File: src/rtl/mips32_pkg.sv
// Shared constants and the register-dump FSM state type for the pipe_mips32
// core, its program loader and the post-halt register dump block.
package mips32_pkg;

  localparam int MIPS32_NREGS  = 32;
  localparam int MIPS32_DATA_W = 32;
  localparam int MIPS32_IDX_W  = 5;

  // Register-dump walker states: read address presented (RD), read data
  // arriving (WT), word offered on the stream (SEND), dump complete (DONE).
  typedef enum logic [2:0] {
    IDLE,
    RD,
    WT,
    SEND,
    DONE
  } state_t;

endpackage

File: src/rtl/mips32_regdump_if.sv
// Indexed-word valid/ready stream carrying one register per transfer.
interface mips32_regdump_if
  import mips32_pkg::*;
#(
  parameter int DATA_W = MIPS32_DATA_W,
  parameter int IDX_W  = MIPS32_IDX_W
) ();

  logic              valid;
  logic              ready;
  logic [IDX_W-1:0]  idx;
  logic [DATA_W-1:0] data;
  logic              last;

  // Source side: the register dump block.
  modport master (
    output valid,
    output idx,
    output data,
    output last,
    input  ready
  );

  // Sink side: bench, debug UART bridge.
  modport slave (
    input  valid,
    input  idx,
    input  data,
    input  last,
    output ready
  );

endinterface

File: src/rtl/mips32_regdump.sv
// Post-halt register-file reader: on a rising edge of halted, walks the
// general register file through its 1-cycle synchronous read port and emits
// every register as {idx, data, last} on a valid/ready stream.
module mips32_regdump
  import mips32_pkg::*;
#(
  parameter int NREGS  = MIPS32_NREGS,
  parameter int DATA_W = MIPS32_DATA_W,
  parameter int IDX_W  = MIPS32_IDX_W
) (
  input  logic              clk1,
  input  logic              rst_n,
  input  logic              halted,
  output logic [IDX_W-1:0]  rf_raddr,
  input  logic [DATA_W-1:0] rf_rdata,
  mips32_regdump_if.master  dout,
  output logic              busy,
  output logic              done
);

  // Terminal index decoded explicitly so NREGS need not be a power of two.
  localparam logic [IDX_W-1:0] LAST_IDX = IDX_W'(NREGS - 1);

  state_t            state;
  logic              halted_q;
  logic              armed;
  logic [IDX_W-1:0]  idx;
  logic              valid_q;
  logic [IDX_W-1:0]  idx_q;
  logic [DATA_W-1:0] data_q;
  logic              last_q;

  logic start;

  // A dump starts only on a genuine low-to-high transition of halted. The
  // armed flag keeps the first post-reset cycle from reading a reset-cleared
  // halted_q as "was low", so a level already high at reset release is
  // treated as old news.
  assign start = halted && !halted_q && armed;

  // Halt-edge tracker: halted_q follows halted every cycle.
  always_ff @(posedge clk1 or negedge rst_n) begin
    if (!rst_n) begin
      halted_q <= 1'b0;
      armed    <= 1'b0;
    end else begin
      // NOTE: non-blocking so every register here and below samples the
      // pre-edge value of its neighbours, independent of statement order.
      halted_q <= halted;
      armed    <= 1'b1;
    end
  end

  // Dump FSM: address, index counter and registered stream outputs.
  always_ff @(posedge clk1 or negedge rst_n) begin
    if (!rst_n) begin
      state    <= IDLE;
      rf_raddr <= '0;
      idx      <= '0;
      valid_q  <= 1'b0;
      idx_q    <= '0;
      data_q   <= '0;
      last_q   <= 1'b0;
      busy     <= 1'b0;
      done     <= 1'b0;
    end else begin
      case (state)
        IDLE: begin
          if (start) begin
            rf_raddr <= '0;
            idx      <= '0;
            busy     <= 1'b1;
            state    <= RD;
          end
        end

        // Read address is stable this cycle; the register file samples it.
        RD: state <= WT;

        // Read data is valid now; capture it as the outgoing word.
        WT: begin
          data_q  <= rf_rdata;
          idx_q   <= idx;
          last_q  <= (idx == LAST_IDX);
          valid_q <= 1'b1;
          state   <= SEND;
        end

        // Word held unchanged until the sink takes it.
        SEND: begin
          if (dout.ready) begin
            valid_q <= 1'b0;
            if (last_q) begin
              busy  <= 1'b0;
              done  <= 1'b1;
              state <= DONE;
            end else begin
              idx      <= idx + 1'b1;
              rf_raddr <= idx + 1'b1;
              state    <= RD;
            end
          end
        end

        // done is held until the core leaves halt, which re-arms the block.
        DONE: begin
          if (!halted) begin
            done  <= 1'b0;
            state <= IDLE;
          end
        end

        default: state <= IDLE;
      endcase
    end
  end

  assign dout.valid = valid_q;
  assign dout.idx   = idx_q;
  assign dout.data  = data_q;
  assign dout.last  = last_q;

endmodule

File: src/flat_wrapper.sv
// flat-port wrapper written by rule: the top's interface ports become plain ports
module mips32_regdump_flat import mips32_pkg::*;
#(
  parameter int NREGS  = MIPS32_NREGS,
  parameter int DATA_W = MIPS32_DATA_W,
  parameter int IDX_W  = MIPS32_IDX_W
)
  (clk1, rst_n, halted, rf_raddr, rf_rdata, busy, done, dout_valid, dout_idx, dout_data, dout_last, dout_ready);
  mips32_regdump_if #(.DATA_W(DATA_W), .IDX_W(IDX_W)) dout_i ();
  input  logic clk1;
  input  logic rst_n;
  input  logic halted;
  output logic [IDX_W-1:0] rf_raddr;
  input  logic [DATA_W-1:0] rf_rdata;
  output logic busy;
  output logic done;
  output wire logic [$bits(dout_i.valid)-1:0] dout_valid;
  output wire logic [$bits(dout_i.idx)-1:0] dout_idx;
  output wire logic [$bits(dout_i.data)-1:0] dout_data;
  output wire logic [$bits(dout_i.last)-1:0] dout_last;
  input wire logic [$bits(dout_i.ready)-1:0] dout_ready;
  assign dout_valid = dout_i.valid;
  assign dout_idx = dout_i.idx;
  assign dout_data = dout_i.data;
  assign dout_last = dout_i.last;
  assign dout_i.ready = dout_ready;
  mips32_regdump #(.NREGS(NREGS), .DATA_W(DATA_W), .IDX_W(IDX_W)) u_core (.clk1(clk1), .rst_n(rst_n), .halted(halted), .rf_raddr(rf_raddr), .rf_rdata(rf_rdata), .dout(dout_i), .busy(busy), .done(done));
endmodule
File: config.mk
export PLATFORM = sky130hd
export DESIGN_NAME = mips32_regdump_flat
export DESIGN_NICKNAME = d
export VERILOG_FILES = /design/src/rtl/mips32_pkg.sv /design/src/rtl/mips32_regdump_if.sv /design/src/rtl/mips32_regdump.sv /design/src/flat_wrapper.sv
export SDC_FILE = /design/constraint.sdc
export NUM_CORES = 1
export LEC_CHECK = 0
export ABC_CLOCK_PERIOD_IN_PS = 2400
export BUFFER_PORTS_ARGS = -buffer_cell sky130_fd_sc_hd__buf_4
export CORE_MARGIN = 4
export CORE_UTILIZATION = 51
export CTS_CLUSTER_DIAMETER = 40
export DETAILED_ROUTE_END_ITERATION = 8
export PLACE_DENSITY = 0.83
export RECOVER_POWER = 25
export SLEW_MARGIN = 15
export SYNTH_ARGS = -nofsm -noshare
export SYNTH_HDL_FRONTEND = slang
export SYNTH_SLANG_ARGS = --single-unit
File: constraint.sdc
create_clock -name clk1 -period 2.4 [get_ports clk1]
set_input_delay 0.36 -clock clk1 [delete_from_list [all_inputs] [get_ports clk1]]
set_output_delay 0.36 -clock clk1 [all_outputs]
set_load 0.01 [all_outputs]
==> results of run 1 <==
==> per-stage QoR <==
step	instances	total power, mW	hold WS, ns	area, um2
2_1_floorplan	135	2.50	0.0644	2100
3_3_place_gp	261	3.13	0.401	2710
3_5_place_dp	261	3.25	0.420	2710
4_1_cts	269	3.76	0.0865	2810
5_1_grt	269	3.93	0.239	2810
6_report	269	3.71	0.239	2810
==> cell usage after synthesis, drive strengths merged <==
library cell / instances / area share
nand2: 1 / 0.0018
and3b: 1 / 0.0042
inv: 2 / 0.0036
a31oi: 5 / 0.015
o21ai: 2 / 0.0048
nand2b: 2 / 0.0060
o22a: 1 / 0.0048
o2bb2a: 1 / 0.0096
nor2b: 1 / 0.0030
o21a: 1 / 0.0036
o2bb2ai: 1 / 0.0042
o31ai: 1 / 0.0036
nand3b: 1 / 0.0036
a21o: 1 / 0.0036
nand3: 4 / 0.0096
ha: 2 / 0.012
o31a: 1 / 0.0042
buf: 7 / 0.033
dfrtp: 51 / 0.61
conb: 1 / 0.0018
nor3b: 1 / 0.0090
a2bb2oi: 1 / 0.0042
or3: 1 / 0.0054
a32o: 2 / 0.0096
and3: 2 / 0.0060
nor2: 3 / 0.0054
mux2: 38 / 0.22
==> flip-flops by register name (all words and copies together), names as in the netlist <==
register,flops
u_core.dout.data,32
u_core.dout.valid,1
u_core.armed,1
u_core.dout.idx,5
u_core.rf_raddr,5
u_core.state,3
u_core.busy,1
u_core.done,1
u_core.dout.last,1
u_core.halted_q,1
==> kinds of logic (layout without fill, tap and decap cells) <==
group	Yosys count	count (layout)
AOI/OAI and AO/OA	17	17
adders and majority gates	2	2
buffers and inverters	9	93
DFF	51	51
muxes	38	38
other	1	1
and+or+nand+nor	17	17
==> power by group through the flow <==
stage          Combinational, mW  Sequential [mW]  Clock (mW)
6_report                    1.69             1.51       0.513
5_1_grt                     1.81             1.57       0.558
4_1_cts                     1.72             1.51       0.526
3_5_place_dp                1.72             1.53           0
3_3_place_gp                1.64             1.49           0
2_1_floorplan              0.868             1.63           0
==> path summary, 6_finish.rpt <==
path	start	end	depth (start not counted)
setup / recovery	u_core.state[1]$_DFFE_PN0P_	u_core.dout.data[18]$_DFFE_PN0P_	3
hold / removal	halted	u_core.halted_q$_DFF_PN0_	1
setup reg to reg	u_core.state[1]$_DFFE_PN0P_	u_core.dout.data[18]$_DFFE_PN0P_	3
hold reg to reg	u_core.dout.valid$_DFFE_PN0P_	u_core.dout.valid$_DFFE_PN0P_	1
max in group asynchronous	rst_n	u_core.dout.data[23]$_DFFE_PN0P_	1
min in group asynchronous	rst_n	u_core.dout.data[26]$_DFFE_PN0P_	1
==> per-layer routing <==
layer	share of wire	track usage	wire length, um	vias to the layer above
met4	0.0098	0.0564	44	0
met1	0.36	0.193	1600	688
met3	0.072	0.0512	320	5
met2	0.56	0.336	2510	42
li1	-	-	-	652
met5	0	0	0	-
==> final cells by class <==
cell class	instances	share of cell area
Sequential cell	51	0.455
Inverter	2	0.00268
Clock inverter	2	0.00580
Tap cell	50	0.0223
Timing Repair Buffer	83	0.220
Clock buffer	6	0.0294
Multi-Input combinational cell	75	0.265
==> worst max-delay path, delay by kind of cell (launching register included) <==
| family | cells | cell delay (ns) |
|---|---|---|
| flops | 1 | 0.51 |
| simple gates | 1 | 0.25 |
| buf+inv | 1 | 0.32 |
| mux | 1 | 0.38 |
==> reports/qor.yml, run 1 <==
outcome:
  status: "finished clean"
cells_and_area:
  seq_area_mm2: 0.00128
  final_cell_mix: "buf_4, dfrtp_1, mux2_2, mux2_4, clkbuf_8"
  layout-drive-gt1-share: 0.603
  fillers: 307
  syn_to_final_growth_pct: 33.9
  final_core_util: 0.701
  final_nets: 256
  n_antenna_cell: 0
  multi_input_area_um2: 743
  final_common_cell: "buf_4"
detailed_routing:
  wl_per_cell_um: 16.6
  drt_iter0_markers: 73
  drtAntennaViolNets: 0
  drt-vias-per-instance: 5.16
  first_pass_iters: 4
  wirelength_um: 4470
  drc: 0
  vias: 1387
synthesis:
  netlist-cell-type-count: 31
  synth.area.mux_share: 0.220
  synthSimpleGateAreaFrac: 0.0537
  yosysWarnings: 0
  synth-xor-area-share: 0
  netlist_area_mm2: 0.00210
  synthAdderAreaFrac: 0.0119
  avgSynthCellArea_um2: 15.5
  seq_area_frac_synth: 0.609
  synth.ff_latch_count: 51
  synth_compound_area_frac: 0.0669
  synth_top_family_by_area: "multiplexers"
  syn-num-nets: 173
  netlist_instances: 135
timing:
  fmax_ghz: 0.637
  period_share: 0.654
  hold_viol: 0
  setup_viol: 0
  fin_crit_ns: 1.57
  finClkSkew_ns: 0.00770
  worstMarginPinSlew_ns: 1.22
  slew_violations: 0
  fin_ws_ns: 0.830
  max-slew-margin-rel: 0.184
  grt_setup_unrepaired: "false"
  timing.setup.tns_ns: 0
setup_path:
  crit_path_cell_trace: "nor3b_4 > buf_4 > mux2_2"
  criticalPathCategory: "register to register"
  cp-end-kind: "register"
  worst-r2r-setup-slack_ns: 0.83
  slowest_stage: "dfrtp_1"
  crit_path_start_kind: "register"
  crit_required_ns: 2.59
  max_stage_delay_ns: 0.51
  cp_data_arrival_time_ns: 1.76
  worstPathMaxFanout: 19
global_route:
  grt_usage: 0.179
  antenna_found_initial: 0
  grt_overflow: 0
  grt_max_degree: 52
  first_global_vias: 1561
  grt_pass1_wl_um: 7220
placement:
  place_hpwl_um: 3400
  routabilityCongestion: 0.714
  place.port_buffers: 81
  preCtsSetupSlack_ns: 0.851
pwr:
  p_leak_nw: 1.35
  powerDensity_mw_per_mm2: 1320
  p_sw_mw: 1.22
  switching_share: 0.329
  ir_worst_vdd_mv: 0.770
  clkPwrFrac: 0.138
  seq_power_share: 0.407
  pwr-share-comb: 0.455
  p_int_mw: 2.49
floorplanning:
  die-area_mm2: 0.00520
  core_mm2: 0.00400
  dieHeight_um: 72.1
  start_util: 0.524
  die_x_um: 72.1
  num_rows: 23
  num_io_pins: 82
clock_network:
  cts_tree: "done"
  htree_levels: 2
  clk_latency_ns: 0.30
  cts_resized: 0
  cts_root_buf: "clkbuf_8"
  max-clock-path-buffers: 2
  cts_setup_buffers: 0
  ctsHoldBuffers: 0
  clk_pin_slew_ns: 0.09
  cts_sinks: 51
  cts_inserted_buffers: 5
job:
  maxCapViolCount: 0
min_path:
  hp-class: "input pin to register"
Note: power is estimated with default switching activity, not from simulation.
==> inputs of run 2 (changes only) <==
Settings changed: ABC_CLOCK_PERIOD_IN_PS 2400 to 1500, CORE_UTILIZATION 51 to 48, PLACE_DENSITY 0.83 to 0.79.
Clock period 2.4 ns to 1.5 ns, I/O delays scaled along.
==> run 2 against run 1 <==
Effect of this change: critical endpoint is now u_core.dout.data[24]$_DFFE_PN0P_; global-route usage is 0.40 points lower; final cell count up 4.8%; critical path depth is 1 higher; fmax up 6.5%; first-iteration DRC count fell by 12%; wire length up 12%; hold slack got worse by 0.11 ns; clock power is 45% higher; highest routed layer unchanged; utilization is 1.0 points higher; clock skew increased by 0.0018 ns.
==> reports/qor.yml, run 2 (synthesis results as in run 1) <==
cells_and_area:
  n_antenna_cell: 0  # unchanged
  final_nets: 269  # +5.1%
  syn_to_final_growth_pct: 39.8
  largest_reg_flops: 32  # unchanged
  layout-drive-gt1-share: 0.629  # +0.0266
  final_common_cell: "buf_4"
  final_cell_mix: "buf_4, dfrtp_1, mux2_2, mux2_4"
pwr:
  p_int_mw: 4.16  # +67%
  finalPower_mw: 6.19  # +67%
  pwr-share-comb: 0.492  # +0.037
  powerDensity_mw_per_mm2: 2110  # +60%
  seq_power_share: 0.388  # -0.019
  p_leak_nw: 1.42  # +5.3%
  ir_worst_vdd_mv: 1.05  # +37%
  switching_share: 0.328  # -0.00134
  p_sw_mw: 2.03  # +66%
  clkPwrFrac: 0.120  # -0.018
timing:
  fin_ws_ns: 0.0263  # -0.804 ns
  period_share: 0.982  # +0.328
  fin_crit_ns: 1.47  # -0.0961 ns
  grt_setup_unrepaired: "true"
  fmax_ghz: 0.679  # +6.5%
  worstMarginPinSlew_ns: 0.667  # -0.556 ns
  setup_viol: 0  # unchanged
  max-slew-margin-rel: 0.555  # +0.371
  finClkSkew_ns: 0.00946  # +0.00176 ns
  hold_viol: 0  # unchanged
  slew_violations: 0  # unchanged
setup_path:
  crit_path_cell_trace: "nor3b_4 > buf_4 > clkbuf_16 > mux2_2"
  crit_path_start_kind: "register"
  criticalPathCategory: "register to register"
  worstPathMaxFanout: 14  # -5
  slowest_stage: "dfrtp_2"
  cp_data_arrival_time_ns: 1.66  # -0.10 ns
  worst-r2r-setup-slack_ns: 0.03  # -0.80 ns
  cp-end-kind: "register"
  crit_required_ns: 1.68  # -0.91 ns
  max_stage_delay_ns: 0.47  # -0.04 ns
detailed_routing:
  vias: 1493  # +7.6%
  drtAntennaViolNets: 0  # unchanged
  wl_per_cell_um: 17.8  # +7.1%
  wirelength_um: 5020  # +12%
  drt_iter0_markers: 64  # -12%
  drc: 0  # unchanged
  first_pass_iters: 4  # unchanged
  drt-vias-per-instance: 5.29  # +2.7%
global_route:
  first_global_vias: 1470  # -5.8%
  grt_max_degree: 52  # unchanged
  grt_pass1_wl_um: 7220  # unchanged
  grt_overflow: 0  # unchanged
  grt_usage: 0.175  # -0.00396
  antenna_found_initial: 0  # unchanged
job:
  maxCapViolCount: 0  # unchanged
outcome:
  status: "finished clean"
floorplanning:
  start_util: 0.509  # -0.0147
  die_x_um: 74.1  # +2.7%
  num_io_pins: 82  # unchanged
  dieHeight_um: 74.1  # +2.7%
  num_rows: 23  # unchanged
  die-area_mm2: 0.00549  # +5.5%
  core_mm2: 0.00412  # +2.9%
clock_network:
  clk_pin_slew_ns: 0.09  # about the same
  cts_tree: "done"
  cts_sinks: 51  # unchanged
  htree_levels: 2  # unchanged
  max-clock-path-buffers: 2  # unchanged
  cts_root_buf: "clkbuf_8"
  cts_inserted_buffers: 5  # unchanged
  clk_latency_ns: 0.30  # about the same
placement:
  routabilityCongestion: 0.731  # +2.3%
  preCtsSetupSlack_ns: 0.00296  # -0.848 ns
  place.port_buffers: 81  # unchanged
  place_hpwl_um: 3520  # +3.5%
min_path:
  hp-class: "input pin to register"
## run 2: cell types whose count changed in the layout (fill, tap and decap cells not counted), moves of 2 or more
| cell | delta |
|---|---|
| dfrtp_2 | +2 |
| clkinv_2 | +3 |
| dfrtp_1 | -2 |
| buf_4 | +9 |
## run 2: worst paths after layout
check                                         startpoint                          endpoint  cells past startpoint
max                          u_core.state[2]$_DFFE_PN0P_  u_core.dout.data[24]$_DFFE_PN0P_                      4
max reg2reg                  u_core.state[2]$_DFFE_PN0P_  u_core.dout.data[24]$_DFFE_PN0P_                      4
min reg2reg                u_core.dout.valid$_DFFE_PN0P_     u_core.dout.valid$_DFFE_PN0P_                      1
min in group asynchronous                          rst_n    u_core.dout.idx[2]$_DFFE_PN0P_                      2
max in group asynchronous                          rst_n       u_core.state[1]$_DFFE_PN0P_                      2
min                                               halted         u_core.halted_q$_DFF_PN0_                      1
## run 2: layout make-up
cell class	instances	area [um2]
Sequential cell	51	1280
Timing Repair Buffer	96	753
Tap cell	50	62.6
Fill cell	288	1190
Clock inverter	3	15.0
Clock buffer	5	68.8
Inverter	2	7.51
Multi-Input combinational cell	75	743
## run 2: routing by layer
layer  track usage  routed length, um  vias to the layer above
met1         0.196               1850                      744
met5             0                  0                        -
met4        0.0744                 99                        0
met3        0.0432                291                       10
li1              -                  -                      676
met2         0.317               2780                       63
## run 2: metrics by stage
step                cells  hold WS, ns  TNS (ns)  area [um2]   util
floorplan             135      -0.0706         0        2100      -
global placement      264        0.268         0        2750  0.668
detailed placement    264        0.281         0        2750  0.668
CTS                   273       0.0670         0        2840  0.691
global route          282        0.111    -0.403        2930  0.712
finish                282        0.130         0        2930  0.712
## run 2: critical path: cells and delay by family (launching register included)
family	cells	cell delay, ns
buffers and inverters	2	0.33
AND/OR/NAND/NOR	1	0.22
multiplexers	1	0.33
flip-flops	1	0.47
## run 2: what timing repair did
item                       4_1_cts  5_1_grt
setup endpoints to repair        4       32
cloned                           0        1
buffers inserted                 0        8
resized for setup                1        2
pin swaps                        0        1
hold buffers                     1        0
hold endpoints to repair        51        0
## run 2: power groups by stage
stage	combinational [mW]	sequential (mW)	clock (mW)
4_1_cts	2.85	2.42	0.767
5_1_grt	3.26	2.48	0.819
3_3_place_gp	2.72	2.38	0
2_1_floorplan	1.39	2.61	0
3_5_place_dp	2.84	2.44	0
6_report	3.04	2.40	0.742
==> inputs of run 3 (changes only) <==
Settings changed: ABC_CLOCK_PERIOD_IN_PS 1500 to 1200, CORE_UTILIZATION 48 to 43, PLACE_DENSITY 0.79 to 0.75.
Clock period 1.5 ns to 1.2 ns, I/O delays scaled along.
==> run 3 against run 2 <==
Effect of this change: the run now ends with setup timing left; critical endpoint is now u_core.dout.data[31]$_DFFE_PN0P_; cell area rose by 6.1%; sequential cell count did not move; die area rose by 10%; clock skew fell by 0.00055 ns; sequential power rose by 22%.
==> reports/qor.yml, run 3 (synthesis results as in run 1) <==
pwr:
  p_sw_mw: 2.55  # +26%
  pwr-share-comb: 0.517  # +0.025
  seq_power_share: 0.362  # -0.026
  ir_worst_vdd_mv: 1.08  # +2.9%
  p_int_mw: 5.53  # +33%
  switching_share: 0.315  # -0.0123
  finalPower_mw: 8.08  # +31%
  powerDensity_mw_per_mm2: 2600  # +23%
  clkPwrFrac: 0.122  # +0.002
  p_leak_nw: 1.49  # +4.9%
setup_path:
  r2r_start: "u_core.state[2]$_DFFE_PN0P_"
  crit_path_start_kind: "register"
  worst-r2r-setup-slack_ns: -0.21  # -0.23 ns
  cp_data_arrival_time_ns: 1.59  # -0.07 ns
  max_stage_delay_ns: 0.43  # -0.04 ns
  slowest_stage: "dfrtp_1"
  reg2reg_to: "u_core.dout.data[31]$_DFFE_PN0P_"
  crit_required_ns: 1.38  # -0.30 ns
  worstPathMaxFanout: 8  # -6
  path_buf_inv: 2  # unchanged
  crit_family: "flip-flops"
  criticalPathCategory: "register to register"
  reg2regPathDepth: 4  # unchanged
  crit_path_cell_trace: "nor3b_4 > buf_6 > buf_8 > mux2_2"
  cp-end-kind: "register"
clock_network:
  htree_levels: 2  # unchanged
  cts_tree: "done"
  cts_sinks: 51  # unchanged
  clk_latency_ns: 0.30  # about the same
  cts_inserted_buffers: 5  # unchanged
  cts_root_buf: "clkbuf_8"
  max-clock-path-buffers: 2  # unchanged
  clk_pin_slew_ns: 0.09  # about the same
global_route:
  grt_max_degree: 32  # -38%
  busiest_layer: "met2"
  first_global_vias: 1583  # +7.7%
  use_met2: 0.272  # -0.0447
  met3_usage: 0.0278  # -0.0154
  grt_overflow: 0  # unchanged
  use_met1: 0.207  # +0.0105
  grt_usage: 0.160  # -0.0151
  antenna_found_initial: 0  # unchanged
  grt_pass1_wl_um: 7690  # +6.6%
cells_and_area:
  final_nets: 277  # +3.0%
  n_antenna_cell: 0  # unchanged
  layout-drive-gt1-share: 0.657  # +0.0276
  final_common_cell: "buf_4"
  largest_reg_flops: 32  # unchanged
  syn_to_final_growth_pct: 48.2
  fin_area_mm2: 0.00311  # +6.1%
  final_core_util: 0.658  # -0.0540
  instances_no_fill: 306  # +8.5%
  final_cell_mix: "buf_4, dfrtp_1, mux2_2, mux2_4, buf_6"
timing:
  fin_hold_ws_ns: 0.0553  # -0.0749 ns
  worstMarginPinSlew_ns: 0.507  # -0.159 ns
  setup_viol: 46  # +46
  fmax_ghz: 0.711  # +4.8%
  timing.setup.tns_ns: -8.19  # -8.19 ns
  finClkSkew_ns: 0.00890  # -0.000554 ns
  period_share: 1.17  # +0.189
  hold_viol: 0  # unchanged
  fin_crit_ns: 1.41  # -0.0679 ns
  max-slew-margin-rel: 0.662  # +0.106
  slew_violations: 0  # unchanged
  grt_setup_unrepaired: "true"
  fin_ws_ns: -0.206  # -0.232 ns
min_path:
  min_path_cells: 1  # unchanged
  hold_end: "u_core.halted_q$_DFF_PN0_"
  hold_start: "halted"
  hp-class: "input pin to register"
outcome:
  violations: "setup timing"
  status: "finished with violations"
detailed_routing:
  drt_iter0_markers: 45  # -30%
  wl_per_cell_um: 14.9  # -16%
  drc: 0  # unchanged
  first_pass_iters: 4  # unchanged
  wirelength_um: 4560  # -9.1%
  vias: 1474  # -1.3%
  drtAntennaViolNets: 0  # unchanged
  drt-vias-per-instance: 4.82  # -9.0%
floorplanning:
  num_rows: 25  # +8.7%
  die-area_mm2: 0.00606  # +10%
  start_util: 0.444  # -0.0656
  die_x_um: 77.8  # +5.0%
  core_mm2: 0.00472  # +15%
  dieHeight_um: 77.8  # +5.0%
  num_io_pins: 82  # unchanged
job:
  maxCapViolCount: 0  # unchanged
placement:
  place_hpwl_um: 3330  # -5.4%
  routabilityCongestion: 0.776  # +6.3%
  place.port_buffers: 81  # unchanged
  preCtsSetupSlack_ns: -0.191  # -0.194 ns
  dpl_cell_area_mm2: 0.00291  # +5.8%
  dp_cells: 295  # +12%
## run 3: cell types whose count changed in the layout (fill, tap and decap cells not counted), moves of 2 or more
cell / change
mux2_2: -5
clkinv_2: -2
buf_8: +2
buf_6: +7
mux2_4: +5
## run 3: worst max-delay path by stage
stage	from	endpoint	slack [ns]	depth (start not counted)
floorplan	u_core.state[0]$_DFFE_PN0P_	u_core.dout.data[10]$_DFFE_PN0P_	-0.22	5
global placement	u_core.state[2]$_DFFE_PN0P_	u_core.dout.data[25]$_DFFE_PN0P_	-0.16	3
detailed placement	u_core.state[2]$_DFFE_PN0P_	u_core.dout.data[20]$_DFFE_PN0P_	-0.19	3
CTS	u_core.state[0]$_DFFE_PN0P_	u_core.dout.data[31]$_DFFE_PN0P_	-0.19	4
global route	u_core.state[0]$_DFFE_PN0P_	u_core.dout.data[21]$_DFFE_PN0P_	-0.28	4
finish	u_core.state[2]$_DFFE_PN0P_	u_core.dout.data[31]$_DFFE_PN0P_	-0.21	4
## run 3: what timing repair did
item / 4_1_cts / 5_1_grt
cloned: 1 / 0
hold endpoints to repair: 20 / 0
resized for setup: 18 / 5
setup buffers: 3 / 1
hold buffers: 1 / 0
setup endpoints to repair: 46 / 49
pin swaps: 1 / 1
## run 3: final cells by class
cell class | instances | area (um2)
Timing Repair Buffer | 104 | 855
Multi-Input combinational cell | 75 | 796
Clock inverter | 1 | 5.00
Fill cell | 365 | 1620
Tap cell | 67 | 83.8
Clock buffer | 6 | 82.6
Sequential cell | 51 | 1280
Inverter | 2 | 7.51
## run 3: power groups by stage
stage,clock network (mW),logic [mW],registers (mW)
after global routing,1.09,4.47,3.05
after global placement,0,3.76,2.91
after floorplan,0,1.78,3.26
after CTS,1.03,4.23,2.92
after detailed placement,0,3.85,2.94
final,0.983,4.17,2.92
## run 3: routing by layer
layer,share of wire,up-vias
met2,0.53,43
met5,0,-
met4,0.012,0
li1,-,691
met1,0.41,736
met3,0.046,4
